$ cat src/rtl/uart_tx_engine.sv
// uart_tx_engine: framed asynchronous serial transmitter.
// One accepted load sends an 11 bit-time character on tx.
module uart_tx_engine #(
  parameter int KW = 19
) (
  input  logic          clk,
  input  logic          reset,
  input  logic          load,
  input  logic [7:0]    out_port,
  input  logic [KW-1:0] k,
  input  logic          eight,
  input  logic          pen,
  input  logic          ohel,
  output logic          tx,
  output logic          txrdy
);

  typedef enum logic {
    IDLE,
    SHIFT
  } state_t;

  state_t        r_state;
  logic [10:0]   r_sr;
  logic [3:0]    r_bitcnt;
  logic [KW-1:0] r_pcnt;
  logic [KW-1:0] r_k;
  logic          r_tx;
  logic          r_txrdy;

  logic [7:0]    w_data;
  logic          w_par;
  logic          w_b8;
  logic          w_b9;
  logic [10:0]   w_frame;
  logic [KW-1:0] w_kmax;
  logic          w_wrap;

  // Format flags are folded into the frame at load time, so the
  // shift register is the only per-frame copy they need.
  assign w_data  = eight ? out_port : {1'b0, out_port[6:0]};
  assign w_par   = (^w_data) ^ ohel;
  assign w_b8    = eight ? out_port[7] : (pen ? w_par : 1'b1);
  assign w_b9    = (eight & pen) ? w_par : 1'b1;
  assign w_frame = {1'b1, w_b9, w_b8, out_port[6:0], 1'b0};

  // Divisors below 2 are clamped to 2.
  assign w_kmax  = (r_k < KW'(2)) ? KW'(2) : r_k;
  assign w_wrap  = (r_pcnt == (w_kmax - KW'(1)));

  // Transmit FSM: accept a load in IDLE, shift out 11 bits in SHIFT.
  always_ff @(posedge clk) begin
    if (reset) begin
      r_state  <= IDLE;
      r_sr     <= '1;
      r_bitcnt <= '0;
      r_pcnt   <= '0;
      r_k      <= '0;
      r_tx     <= 1'b1;
      r_txrdy  <= 1'b1;
    end else begin
      unique case (r_state)
        IDLE: begin
          if (load && r_txrdy) begin
            r_state  <= SHIFT;
            r_sr     <= w_frame;
            r_k      <= k;
            r_bitcnt <= '0;
            r_pcnt   <= '0;
            r_tx     <= 1'b0;
            r_txrdy  <= 1'b0;
          end
        end
        SHIFT: begin
          if (w_wrap) begin
            r_pcnt <= '0;
            if (r_bitcnt == 4'd10) begin
              r_state  <= IDLE;
              r_sr     <= '1;
              r_bitcnt <= '0;
              r_tx     <= 1'b1;
              r_txrdy  <= 1'b1;
            end else begin
              r_sr     <= {1'b1, r_sr[10:1]};
              r_tx     <= r_sr[1];
              r_bitcnt <= r_bitcnt + 4'd1;
            end
          end else begin
            r_pcnt <= r_pcnt + KW'(1);
          end
        end
        default: r_state <= IDLE;
      endcase
    end
  end

  assign tx    = r_tx;
  assign txrdy = r_txrdy;

endmodule

$ cat config.mk
export PLATFORM = sky130hd
export DESIGN_NAME = uart_tx_engine
export DESIGN_NICKNAME = d
export VERILOG_FILES = /design/src/rtl/uart_tx_engine.sv
export SDC_FILE = /design/constraint.sdc
export NUM_CORES = 1
export LEC_CHECK = 0
export BUFFER_PORTS_ARGS = -buffer_cell sky130_fd_sc_hd__buf_4
export CAP_MARGIN = 20
export CORE_MARGIN = 2
export CORE_UTILIZATION = 35
export DETAILED_ROUTE_END_ITERATION = 6
export GPL_TIMING_DRIVEN = 0
export PLACE_DENSITY = 0.53
export SLEW_MARGIN = 30
export SYNTH_ARGS = -nofsm -noshare
export SYNTH_HDL_FRONTEND = slang
export SYNTH_SLANG_ARGS = --single-unit
$ cat constraint.sdc
create_clock -name clk -period 3.86 [get_ports clk]
set_input_delay 1.158 -clock clk [delete_from_list [all_inputs] [get_ports clk]]
set_output_delay 1.158 -clock clk [all_outputs]
set_load 0.03 [all_outputs]
### After elaboration in Yosys (flattened, before gate mapping)

Cells that the tools add are included.

| cells by class | value |
|---|---|
| add/subtract/negate cells | 3 |
| magnitude comparators | 1 |
| eq/ne operators | 5 |
| mux-type cells | 27 |
| bitwise operators | 3 |
| reduce and logical (&&, ||, !) cells | 5 |

Operators by type and width:

| cell | count |
|---|---|
| 19-bit 2-to-1 mux | 3 |
| 19-bit one-hot mux with 2 select lines | 1 |
| 11-bit 2-to-1 mux | 2 |
| 11-bit one-hot mux with 2 select lines | 1 |
| 19-bit by 1-bit adder with 19-bit output, second input constant | 1 |
| 19-bit equality test | 1 |
| 19-bit by 2-bit less-than comparator with 1-bit output, second input constant | 1 |
| 19-bit by 1-bit subtractor with 19-bit output, second input constant | 1 |
| 4-bit 2-to-1 mux | 3 |
| 1-bit 2-to-1 mux | 11 |
| 10-bit 2-to-1 mux | 1 |
| 8-bit 2-to-1 mux | 1 |
| 4-bit one-hot mux with 2 select lines | 1 |
| 8-bit parity | 1 |
| 1-bit one-hot mux with 2 select lines | 3 |
| 4-bit by 1-bit adder with 4-bit output, second input constant | 1 |
| 4-bit equality test, second input constant | 1 |
| 2-bit by 1-bit != test with 1-bit output, second input constant | 2 |
| 2-bit AND reduction | 2 |
| 3-bit AND reduction | 1 |
| 2-bit != test, second input constant | 1 |
| 1-bit AND | 1 |
| 1-bit logical AND | 1 |
| 1-bit inverter | 1 |
| 1-bit XOR | 1 |

| storage, ports and cells | value |
|---|---|
| register bits after elaboration | 56 |
| bits of input ports | 33 |
| output and inout port bits | 2 |
| word-level logic and storage cells | 51 |

### Logic depth before layout (Yosys ltp)

Gate-level depths: netlist of the first run.

| depth | value |
|---|---|
| depth after elaboration | 7 |
| gate-level depth with buffers | 14 |
| mapped depth without buffers | 12 |

### Worst setup path before layout of the first run

OpenSTA, ideal clock, no wires.

| timing | value |
|---|---|
| kind | register to register |
| start point | register r_k[17] |
| end point | register r_pcnt[10] |
| data arrival time | 3.295 ns |
| required time | 3.743 ns |
| slack | 0.448 ns |
| cell stages (with the launch flop) | 14 |
| buffers on the path | 1 |
| clock period less this slack | 3.412 ns |
| cells stage by stage | dfxtp_1 -> or4_4 -> or2_4 -> o21ai_0 -> ha_1 -> nor4b_2 -> and2_1 -> nand4_1 -> a22o_1 -> nor4_4 -> o2111ai_1 -> nand2_1 -> buf_2 -> nor2_1 |

| between the ends | value |
|---|---|
| cells in the longest elaborated chain, start to end | 6 |

RTL lines:

| item | line | RTL |
|---|---|---|
| start, declared | 27 | `logic [KW-1:0] r_k;` |
| start signal, assigned | 67 | `r_k <= k;` |
| 19-bit by 2-bit less-than comparator with 1-bit output | 48 | `assign w_kmax = (r_k < KW'(2)) ? KW'(2) : r_k;` |
| 19-bit 2-to-1 mux (*) | 48 |  |
| 19-bit by 1-bit subtractor with 19-bit output (*) | 49 | `assign w_wrap = (r_pcnt == (w_kmax - KW'(1)));` |
| 19-bit equality test (*) | 49 |  |
| 19-bit 2-to-1 mux (*) | 75 | `if (w_wrap) begin` |
| 19-bit one-hot mux with 2 select lines (*) | 62 | `unique case (r_state)` |
| end signal, assigned | 89 | `r_pcnt <= r_pcnt + KW'(1);` |
| end, declared | 26 | `logic [KW-1:0] r_pcnt;` |

Every way passes the cells marked *; elsewhere a longest branch is shown, timed or not.
A chain may end at the register's enable or synchronous reset.

### Final worst setup path of the first run

| timing | value |
|---|---|
| start point | register r_k[1] |
| end point | register r_bitcnt[3] |

| between the ends | value |
|---|---|
| cells in the longest elaborated chain, start to end | 6 |

RTL lines:

| item | line | RTL |
|---|---|---|
| 19-bit by 2-bit less-than comparator with 1-bit output | 48 |  |
| 19-bit 2-to-1 mux (*) | 48 |  |
| 19-bit by 1-bit subtractor with 19-bit output (*) | 49 |  |
| 19-bit equality test (*) | 49 |  |
| 2-bit by 1-bit != test with 1-bit output (no line) (*) | - |  |
| 2-bit AND reduction (no line) (*) | - |  |
| end signal, assigned | 86 | `r_bitcnt <= r_bitcnt + 4'd1;` |
| end, declared | 25 | `logic [3:0] r_bitcnt;` |

Marks and branches as above.

==> reports/results.txt, run 1 <==
Ratio of cells with drive above 1 in the final layout -> 16.6%
Mapped Avg Cell Area -> 7.95 um^2
Hold Path Class -> flip-flop to flip-flop
Largest net degree at the start of global routing -> 18
Synth Instances -> 404
Core Rows -> 34
R2R Setup Slk -> 110 ps
GP Congestion -> 0.861
Placed inst area -> 0.00360 mm^2
Hold_ws -> 456 ps
Final Max Slew Viols -> 0
Type of origin of the critical path -> flip-flop
Final Hold Viols -> 0
Max-Cap Viols -> 0
Routed WL -> 8480 um
Synth cell types -> 58
Synthesized cell area -> 0.00321 mm^2
Gr busiest metal -> met2
Leak -> 0.00144 uW
Tot GR Track Use -> 17.6%
VDD IR max -> 0.180 mV
Critical path class -> flip-flop to flip-flop
H-tree Lvls -> 2
FF-to-FF Start -> r_k[1]
Vias in the first global route -> 2936
Worst r2r path cells -> 14
Cell Pwr Density -> 366 mW/mm^2
Worst Clk Skew -> 15.9 ps
Hold endpoint -> r_sr[7]
CTS tree -> yes
Slew HR -> 37.9%
Status -> finished, final reports clean
Via Count -> 3001
Number of synthesized flops with an enable pin -> 0
Overall Power -> 1420 uW
Final worst setup slack -> 106 ps
Slew at the pin closest to its max-slew limit -> 924 ps
Synth warn -> 0
Core ar. -> 0.00881 mm^2
Hold path depth -> 1
# hold bufs at CTS -> 0
Hold Crit Start -> r_sr[7]
Worst EP required -> 4110 ps
DR DRC count -> 0
Die Wd -> 99.8 um
GR Layer Usage met1 -> 23.7%
Io pins -> 35
Post-synth ARST share -> 0%
Design Area, Final -> 0.00387 mm^2
Met3 Use GR -> 2.44%
CTS Buf Count -> 5
Fin crit period -> 3750 ps
Initial core utilization -> 36.5%
Vias/cell -> 5.37
Die height -> 99.8 um
Final Cycle Share -> 97.3%
Met2 Usage GRT -> 30.1%
Port Buffers -> 34
Reg clk slew, reported paths -> 110 ps
First drt pass iteration count -> 4
Worst-Skew Late Latency -> 320 ps
Clock Path Buffers -> 2
First-pass GRT wire length -> 14200 um
Total gr overflow -> 0
Fin util -> 43.9%
CP arrival -> 4000 ps
Largest area contributor in the netlist -> dfxtp_1
Sequential share of the synthesized area -> 33.7%
WL per Instance -> 15.2 um
Area Growth Syn to Fin -> 20.5%
Post-synthesis net count -> 441
DP HPWL -> 6210 um
RR Endpoint -> r_bitcnt[3]
Final setup viols -> 0
Die footprint -> 0.00996 mm^2
CP endpoint kind -> flip-flop
Number of synthesized register bits -> 54
Initial antenna violation count -> 0
Max Freq -> 266 MHz
Sink Count -> 54
Main synth FF type -> dfxtp_1
Critical path fanouts, max -> 6
Yosys top cell area share -> 33.7%
DR iter-0 viols -> 167
Most area-consuming cells after synthesis -> dfxtp_1 (34%), nand2_1 (6.7%), xnor2_1 (5.5%), xor2_1 (5.5%), a21oi_1 (5.1%)
Final #Nets -> 487
Antenna-violating nets left -> 0
# diodes -> 0
Clk root buf -> clkbuf_8
Pre-CTS setup slack -> -422 ps
[logic make-up after synthesis]
kind of cell / count (synthesis) / share of synthesized area, %
AO/OA/AOI/OAI: 95 / 19.6
buffers and inverters: 26 / 3.12
multiplexers: 3 / 0.935
XOR/XNOR: 41 / 11.6
flip-flops: 54 / 33.7
adder cells (fa/ha/maj): 4 / 1.56
AND/OR/NAND/NOR: 181 / 29.5
[registers in the layout, summed over array words and instances, names as in the netlist]
signal / flops
r_state: 1
r_k: 19
txrdy: 1
r_sr: 9
tx: 1
r_bitcnt: 4
r_pcnt: 19
[worst max path at each step]
stage                     startpoint          end  slack [ps]
after global placement       r_k[10]   r_pcnt[17]        -340
final                         r_k[1]  r_bitcnt[3]         110
after detailed placement     r_k[10]   r_pcnt[13]        -420
after global routing         r_k[17]  r_bitcnt[3]          -1
after CTS                    r_k[13]  r_bitcnt[3]          -3
after floorplan              r_k[17]   r_pcnt[10]         450
[routing by layer]
layer	wire [um]	up-vias	share of wire, %
met5	0	-	0
met4	56	0	0.66
met3	254	5	3.0
met2	4040	36	48
met1	4130	1431	49
li1	-	1529	-
[timing repair]
| action | CTS | global route |
|---|---|---|
| resized for setup | 8 | 12 |
| pin swaps | 1 | 5 |
| setup endpoints to repair | 34 | 34 |
| buffers inserted | 1 | 5 |
[synth_stat cells (2+ instances only)]
cell / number
nand2_1: 57
dfxtp_1: 54
nor2_1: 34
a21oi_1: 33
o21ai_0: 21
xnor2_1: 20
xor2_1: 20
clkbuf_1: 16
nand3_1: 15
or3_1: 13
nor3_1: 12
and3_1: 9
a21o_1: 8
inv_1: 7
nor2b_1: 7
nor4_1: 6
ha_1: 4
o211ai_1: 4
a211oi_1: 3
a31oi_1: 3
and2_1: 3
and4_1: 3
mux2i_1: 3
nand3b_1: 3
nand4_1: 3
a221o_1: 2
a22o_1: 2
buf_2: 2
nand2b_1: 2
nor3b_1: 2
nor4_4: 2
nor4bb_1: 2
o2111ai_1: 2
o211ai_2: 2
or4_1: 2
[through the flow]
step,std cells,setup TNS (ps)
global route,559,-1.40
detailed placement,546,-8850
CTS,555,-2.50
finish,559,0
global placement,546,-6490
floorplan,404,0
[critical path: stages (launching register included)]
cell and delay [ps]:
dfxtp_2 370, or4_4 550, or2_4 270, o21ai_1 130, ha_2 230, nor4b_4 310
buf_4 180, a41oi_1 120, o31ai_1 150, o211ai_1 270, nor4_4 300, buf_4 170
o211ai_4 110, o41a_1 410, a21oi_1 130
[cells in the final DEF (no fill, tap or decap), types with 4 or more instances in the layout]
master / instances
nand2_1: 56
dfxtp_1: 51
buf_4: 40
nor2_1: 34
a21oi_1: 33
xnor2_1: 20
o21ai_0: 20
xor2_1: 20
clkbuf_1: 15
nand3_1: 14
or3_1: 13
nor3_1: 11
and3_1: 8
a21o_1: 8
inv_1: 7
nor2b_1: 7
clkbuf_8: 6
nor4_4: 4
nor4_1: 4
o211ai_1: 4
[layout make-up]
| type | instances | area, um^2 |
|---|---|---|
| sequential | 54 | 1080 |
| buffer | 18 | 70.1 |
| timing repair buffer | 40 | 300 |
| fill | 906 | 4940 |
| clock inverter | 2 | 38.8 |
| inverter | 7 | 26.3 |
| tap | 108 | 135 |
| clock buffer | 6 | 82.6 |
| multi-input combinational | 324 | 2130 |
[report_power, final]
group	internal [uW]	switching, uW
logic	170	211
registers	583	35.1
clock network	214	202
Power figures use the tool's default switching activity.
==> run 2: changes to the inputs <==
Settings changed: CORE_MARGIN 2 to unset, CORE_UTILIZATION 35 to 50, PLACE_DENSITY 0.53 to 0.71.
==> run 2 against run 1 <==
Compared with the run above:
- global-route usage grew 7.5 points
- clock power decreased by 7.5%
- worst setup slack improved by 11 ps
- non-clock buffer count grew 3
- die area down 32%
- count of clock-buffer cells in the layout stayed put
- total power decreased by 2.8%
- sequential power about the same
- sequential share of layout area is 0.41 points higher
- utilization is 19 points higher
- largest cell class unchanged
==> reports/results.txt, run 2 (synthesis gave the netlist of run 1 again) <==
GP Congestion -> 0.925
Final Max Slew Viols -> 0
Core ar. -> 0.00606 mm^2
Clk root buf -> clkbuf_8
CP endpoint kind -> flip-flop
WL per Instance -> 15.0 um
Post-route insts no fill -> 529
Final Cycle Share -> 97.0%
Switching power -> 427 uW
Critical path fanouts, max -> 6
Slew at the pin closest to its max-slew limit -> 885 ps
Type of origin of the critical path -> flip-flop
Final #Nets -> 490
Final setup viols -> 0
Tot GR Track Use -> 25.1%
Layout fillers -> 562
DP HPWL -> 5840 um
Reg area -> 0.00108 mm^2
Routed WL -> 7940 um
Sink Count -> 54
Io pins -> 35
Hold Path Class -> flip-flop to flip-flop
Status -> finished, final reports clean
Multi-input gate area -> 0.00209 mm^2
VDD IR max -> 0.192 mV
Reg clk slew, reported paths -> 100 ps
Final Hold Viols -> 0
Total gr overflow -> 0
Setup tns final -> 0 ps
Fin util -> 62.7%
DR iter-0 viols -> 220
Via Count -> 3108
Commonest non-fill, non-tap cell in the layout -> nand2_1
Core Rows -> 28
Antenna-violating nets left -> 0
Fin crit period -> 3740 ps
Worst-Skew Late Latency -> 310 ps
Slowest CP cell -> or4_4
Vias/cell -> 5.88
Ratio of cells with drive above 1 in the final layout -> 16.1%
CTS tree -> yes
Die footprint -> 0.00675 mm^2
Largest net degree at the start of global routing -> 17
H-tree Lvls -> 2
Cells after DPL -> 513
DR DRC count -> 0
Die Wd -> 82.1 um
Sw Share -> 31.1%
Initial antenna violation count -> 0
Die height -> 82.1 um
Seq pwr share -> 44.8%
Critical path class -> flip-flop to flip-flop
Initial core utilization -> 53.0%
Top flop regs -> r_k x19, r_pcnt x19, r_sr x9
First drt pass iteration count -> 5
First-pass GRT wire length -> 12900 um
Clock Path Buffers -> 2
Internal power -> 948 uW
Sum of buffers and inverters on the critical path -> 0
Comb pwr share -> 27.3%
Cell Pwr Density -> 362 mW/mm^2
Crit path max-delay family -> simple AND/OR/NAND/NOR gates
Worst EP required -> 4100 ps
Leak -> 0.00144 uW
Most frequent cells in the layout -> nand2_1 (56), dfxtp_1 (54), buf_4 (43)
Max Freq -> 267 MHz
CP arrival -> 3990 ps
# diodes -> 0
Clk network pwr share -> 27.9%
Vias in the first global route -> 2705
Slew HR -> 40.5%
Area Growth Syn to Fin -> 18.4%
Worst path cell trace -> or4_4 > or2_4 > o21ai_0 > ha_2 > nor4b_4 > and2_4 > nand4_1 > a22o_1 > nor4_4 > o2111ai_2 > or3_1 > a21oi_1
Port Buffers -> 34
Slowest stage delay, CP -> 570 ps
CTS Buf Count -> 5
Worst Clk Skew -> 8.18 ps
Max-Cap Viols -> 0
-- run 2: cell types whose count changed in the layout (fill, tap and decap cells not counted), sizes merged --
cell      change
buf           +3
inv           -1
clkinvlp      +1
-- run 2: final timing paths --
| check | from | to | slack (ps) | cells after the start |
|---|---|---|---|---|
| min reg2reg | r_sr[2] | r_sr[2] | 460 | 1 |
| min | r_sr[2] | r_sr[2] | 460 | 1 |
| max reg2reg | r_k[1] | r_bitcnt[0] | 120 | 12 |
| max | r_k[1] | r_bitcnt[0] | 120 | 12 |
-- run 2: layer usage --
| metal | vias up | track usage, % | wire length, um |
|---|---|---|---|
| met1 | 1457 | 35.0 | 3770 |
| met5 | - | 0 | 0 |
| met3 | 10 | 3.41 | 434 |
| met4 | 0 | 6.14 | 75 |
| li1 | 1541 | - | - |
| met2 | 100 | 40.7 | 3670 |
-- run 2: metrics by stage --
step                      cell area [um^2]  total power (uW)  worst slack [ps]  hold slack, ps
final                                 3800              1380               117             456
after global routing                  3800              1450             -40.5             473
after CTS                             3720              1350              20.3             458
after detailed placement              3560               958              -261             436
after global placement                3560               949              -230             427
after floorplan                       3210               861               448             419
-- run 2: layout make-up --
| cell class | instances | area share (%) |
|---|---|---|
| Multi-Input combinational cell | 324 | 55.0 |
| Timing Repair Buffer | 43 | 8.50 |
| Sequential cell | 54 | 28.4 |
| Buffer | 18 | 2.01 |
| Clock buffer | 6 | 1.91 |
| Tap cell | 75 | 2.47 |
| Clock inverter | 2 | 0.988 |
| Inverter | 7 | 0.691 |
-- run 2: power groups by stage --
stage          registers [uW]  logic (uW)  clock network [uW]
3_5_place_dp              627         331                   0
2_1_floorplan             622         239                   0
5_1_grt                   620         413                 415
4_1_cts                   615         345                 393
6_report                  616         376                 384
3_3_place_gp              626         323                   0
-- run 2: what timing repair did --
item	4_1_cts	5_1_grt
resized for setup	6	8
pin swaps	1	5
hold buffers	0	0
endpoints found under the setup margin	30	30
hold endpoints to repair	0	0
buffers inserted	2	7
==> run 3: changes to the inputs <==
Settings changed: CORE_MARGIN set to 4.
Clock period 3.86 ns to 4.1 ns, I/O delays scaled along.
==> run 3 against run 2 <==
Compared with the run above:
- global-route usage decreased by 3.4 points
- final cell count down 1.3%
- sequential share of layout area grew 0.82 points
- non-clock buffer count decreased by 7
- largest cell class unchanged
- highest routed layer unchanged
==> reports/results.txt, run 3 (synthesis gave the netlist of run 1 again) <==
WL per Instance -> 15.0 um
CTS Buf Count -> 5
Routed WL -> 7810 um
Max Freq -> 261 MHz
# diodes -> 0
Sink Count -> 54
H-tree Lvls -> 2
Die height -> 88.1 um
DP HPWL -> 5850 um
Critical path fanouts, max -> 10
Final worst setup slack -> 272 ps
First-pass GRT wire length -> 13500 um
Clock Path Buffers -> 2
Worst-Skew Late Latency -> 310 ps
DR DRC count -> 0
Core Rows -> 28
Final #Nets -> 483
VDD IR max -> 0.177 mV
First drt pass iteration count -> 5
Sum of buffers and inverters on the critical path -> 3
Die Wd -> 88.1 um
Worst Clk Skew -> 9.28 ps
Area Growth Syn to Fin -> 15.0%
Setup tns final -> 0 ps
Largest net degree at the start of global routing -> 18
Cell Pwr Density -> 328 mW/mm^2
Max-Cap Viols -> 0
Antenna-violating nets left -> 0
Fin crit period -> 3830 ps
Layout fillers -> 581
Final setup viols -> 0
Critical path class -> flip-flop to flip-flop
Final Max Slew Viols -> 0
Hold Path Class -> flip-flop to flip-flop
Core ar. -> 0.00606 mm^2
Initial antenna violation count -> 0
Design Area, Final -> 0.00369 mm^2
R2R Setup Slk -> 270 ps
Top flop regs -> r_k x19, r_pcnt x19, r_sr x9
Worst path cell trace -> or3_1 > clkbuf_1 > or2_4 > o21ai_0 > ha_2 > nor4b_4 > buf_4 > a41oi_1 > o31ai_1 > o211ai_1 > nor4_4 > o2111ai_1 > nand2_2 > buf_2 > nor2_1
Cells after DPL -> 513
Via Count -> 3060
Worst EP required -> 4300 ps
Status -> finished, final reports clean
Most frequent cells in the layout -> nand2_1 (56), dfxtp_1 (54), buf_4 (35)
CP endpoint kind -> flip-flop
# hold bufs at CTS -> 0
Initial core utilization -> 53.0%
Slew HR -> 42.8%
Commonest non-fill, non-tap cell in the layout -> nand2_1
Tot GR Track Use -> 21.7%
RSZ-0062 raised after global routing -> no
Die footprint -> 0.00777 mm^2
Port Buffers -> 34
Total gr overflow -> 0
Slowest CP cell -> or3_1
Post-route insts no fill -> 522
Ratio of cells with drive above 1 in the final layout -> 13.9%
Io pins -> 35
Slowest stage delay, CP -> 380 ps
Final Cycle Share -> 93.4%
CTS tree -> yes
Clk root buf -> clkbuf_8
Reg clk slew, reported paths -> 100 ps
Placed inst area -> 0.00356 mm^2
CP arrival -> 4030 ps
Crit path max-delay family -> simple AND/OR/NAND/NOR gates
Final Hold Viols -> 0
DR iter-0 viols -> 214
Slew at the pin closest to its max-slew limit -> 852 ps
Leak -> 0.00140 uW
Type of origin of the critical path -> flip-flop
GP Congestion -> 0.897
Pre-CTS setup slack -> -51.5 ps
Vias/cell -> 5.86
Vias in the first global route -> 2833
==> run 3: cell types whose count changed in the layout (fill, tap and decap cells not counted), sizes merged <==
cell,change
buf,-8
bufinv,-1
clkbuf,+1
clkinv,+1
clkinvlp,-1
inv,+1
==> run 3: timing repair <==
item,4_1_cts,5_1_grt
setup buffers,0,1
resized for setup,1,6
pin swaps,0,0
endpoints found under the setup margin,13,29
==> run 3: area by class of cell <==
type | count | area (um^2) | area share, %
sequential | 54 | 1080 | 29.3
inverter | 7 | 26.3 | 0.711
clock inverter | 2 | 17.5 | 0.474
buffer | 19 | 73.8 | 2.00
clock buffer | 6 | 72.6 | 1.96
tap | 75 | 93.8 | 2.54
multi-input combinational | 324 | 2070 | 55.9
timing repair buffer | 35 | 263 | 7.11
==> run 3: where the power goes <==
| part | switching (uW) | internal, uW | leakage, uW | total [uW] |
|---|---|---|---|---|
| combinational | 180 | 145 | 0.000910 | 325 |
| sequential | 30.9 | 548 | 0.000440 | 579 |
| clock | 182 | 124 | 0.0000458 | 306 |
| total | 393 | 818 | 0.00140 | 1210 |
==> run 3: final timing paths <==
| path | startpoint | endpoint | cells after the start |
|---|---|---|---|
| worst max-delay path | r_k[13] | r_pcnt[17] | 15 |
| worst min-delay path | r_sr[4] | r_sr[4] | 1 |
| worst max register to register | r_k[13] | r_pcnt[17] | 15 |
| worst min register to register | r_sr[4] | r_sr[4] | 1 |
==> run 3: routing by layer <==
layer	up-vias	global-route usage, %	part of all wire [%]
li1	1525	-	-
met1	1440	30.6	48
met2	85	34.3	46
met3	10	3.48	5.3
met4	0	6.18	1.3
met5	-	0	0
==> run 3: stage by stage <==
step | util (%) | hold WS, ps | power (uW)
2_1_floorplan | - | 419 | 810
3_3_place_gp | 58.7 | 427 | 894
3_5_place_dp | 58.7 | 436 | 900
4_1_cts | 60.4 | 460 | 1210
5_1_grt | 60.9 | 474 | 1290
6_report | 60.9 | 455 | 1210
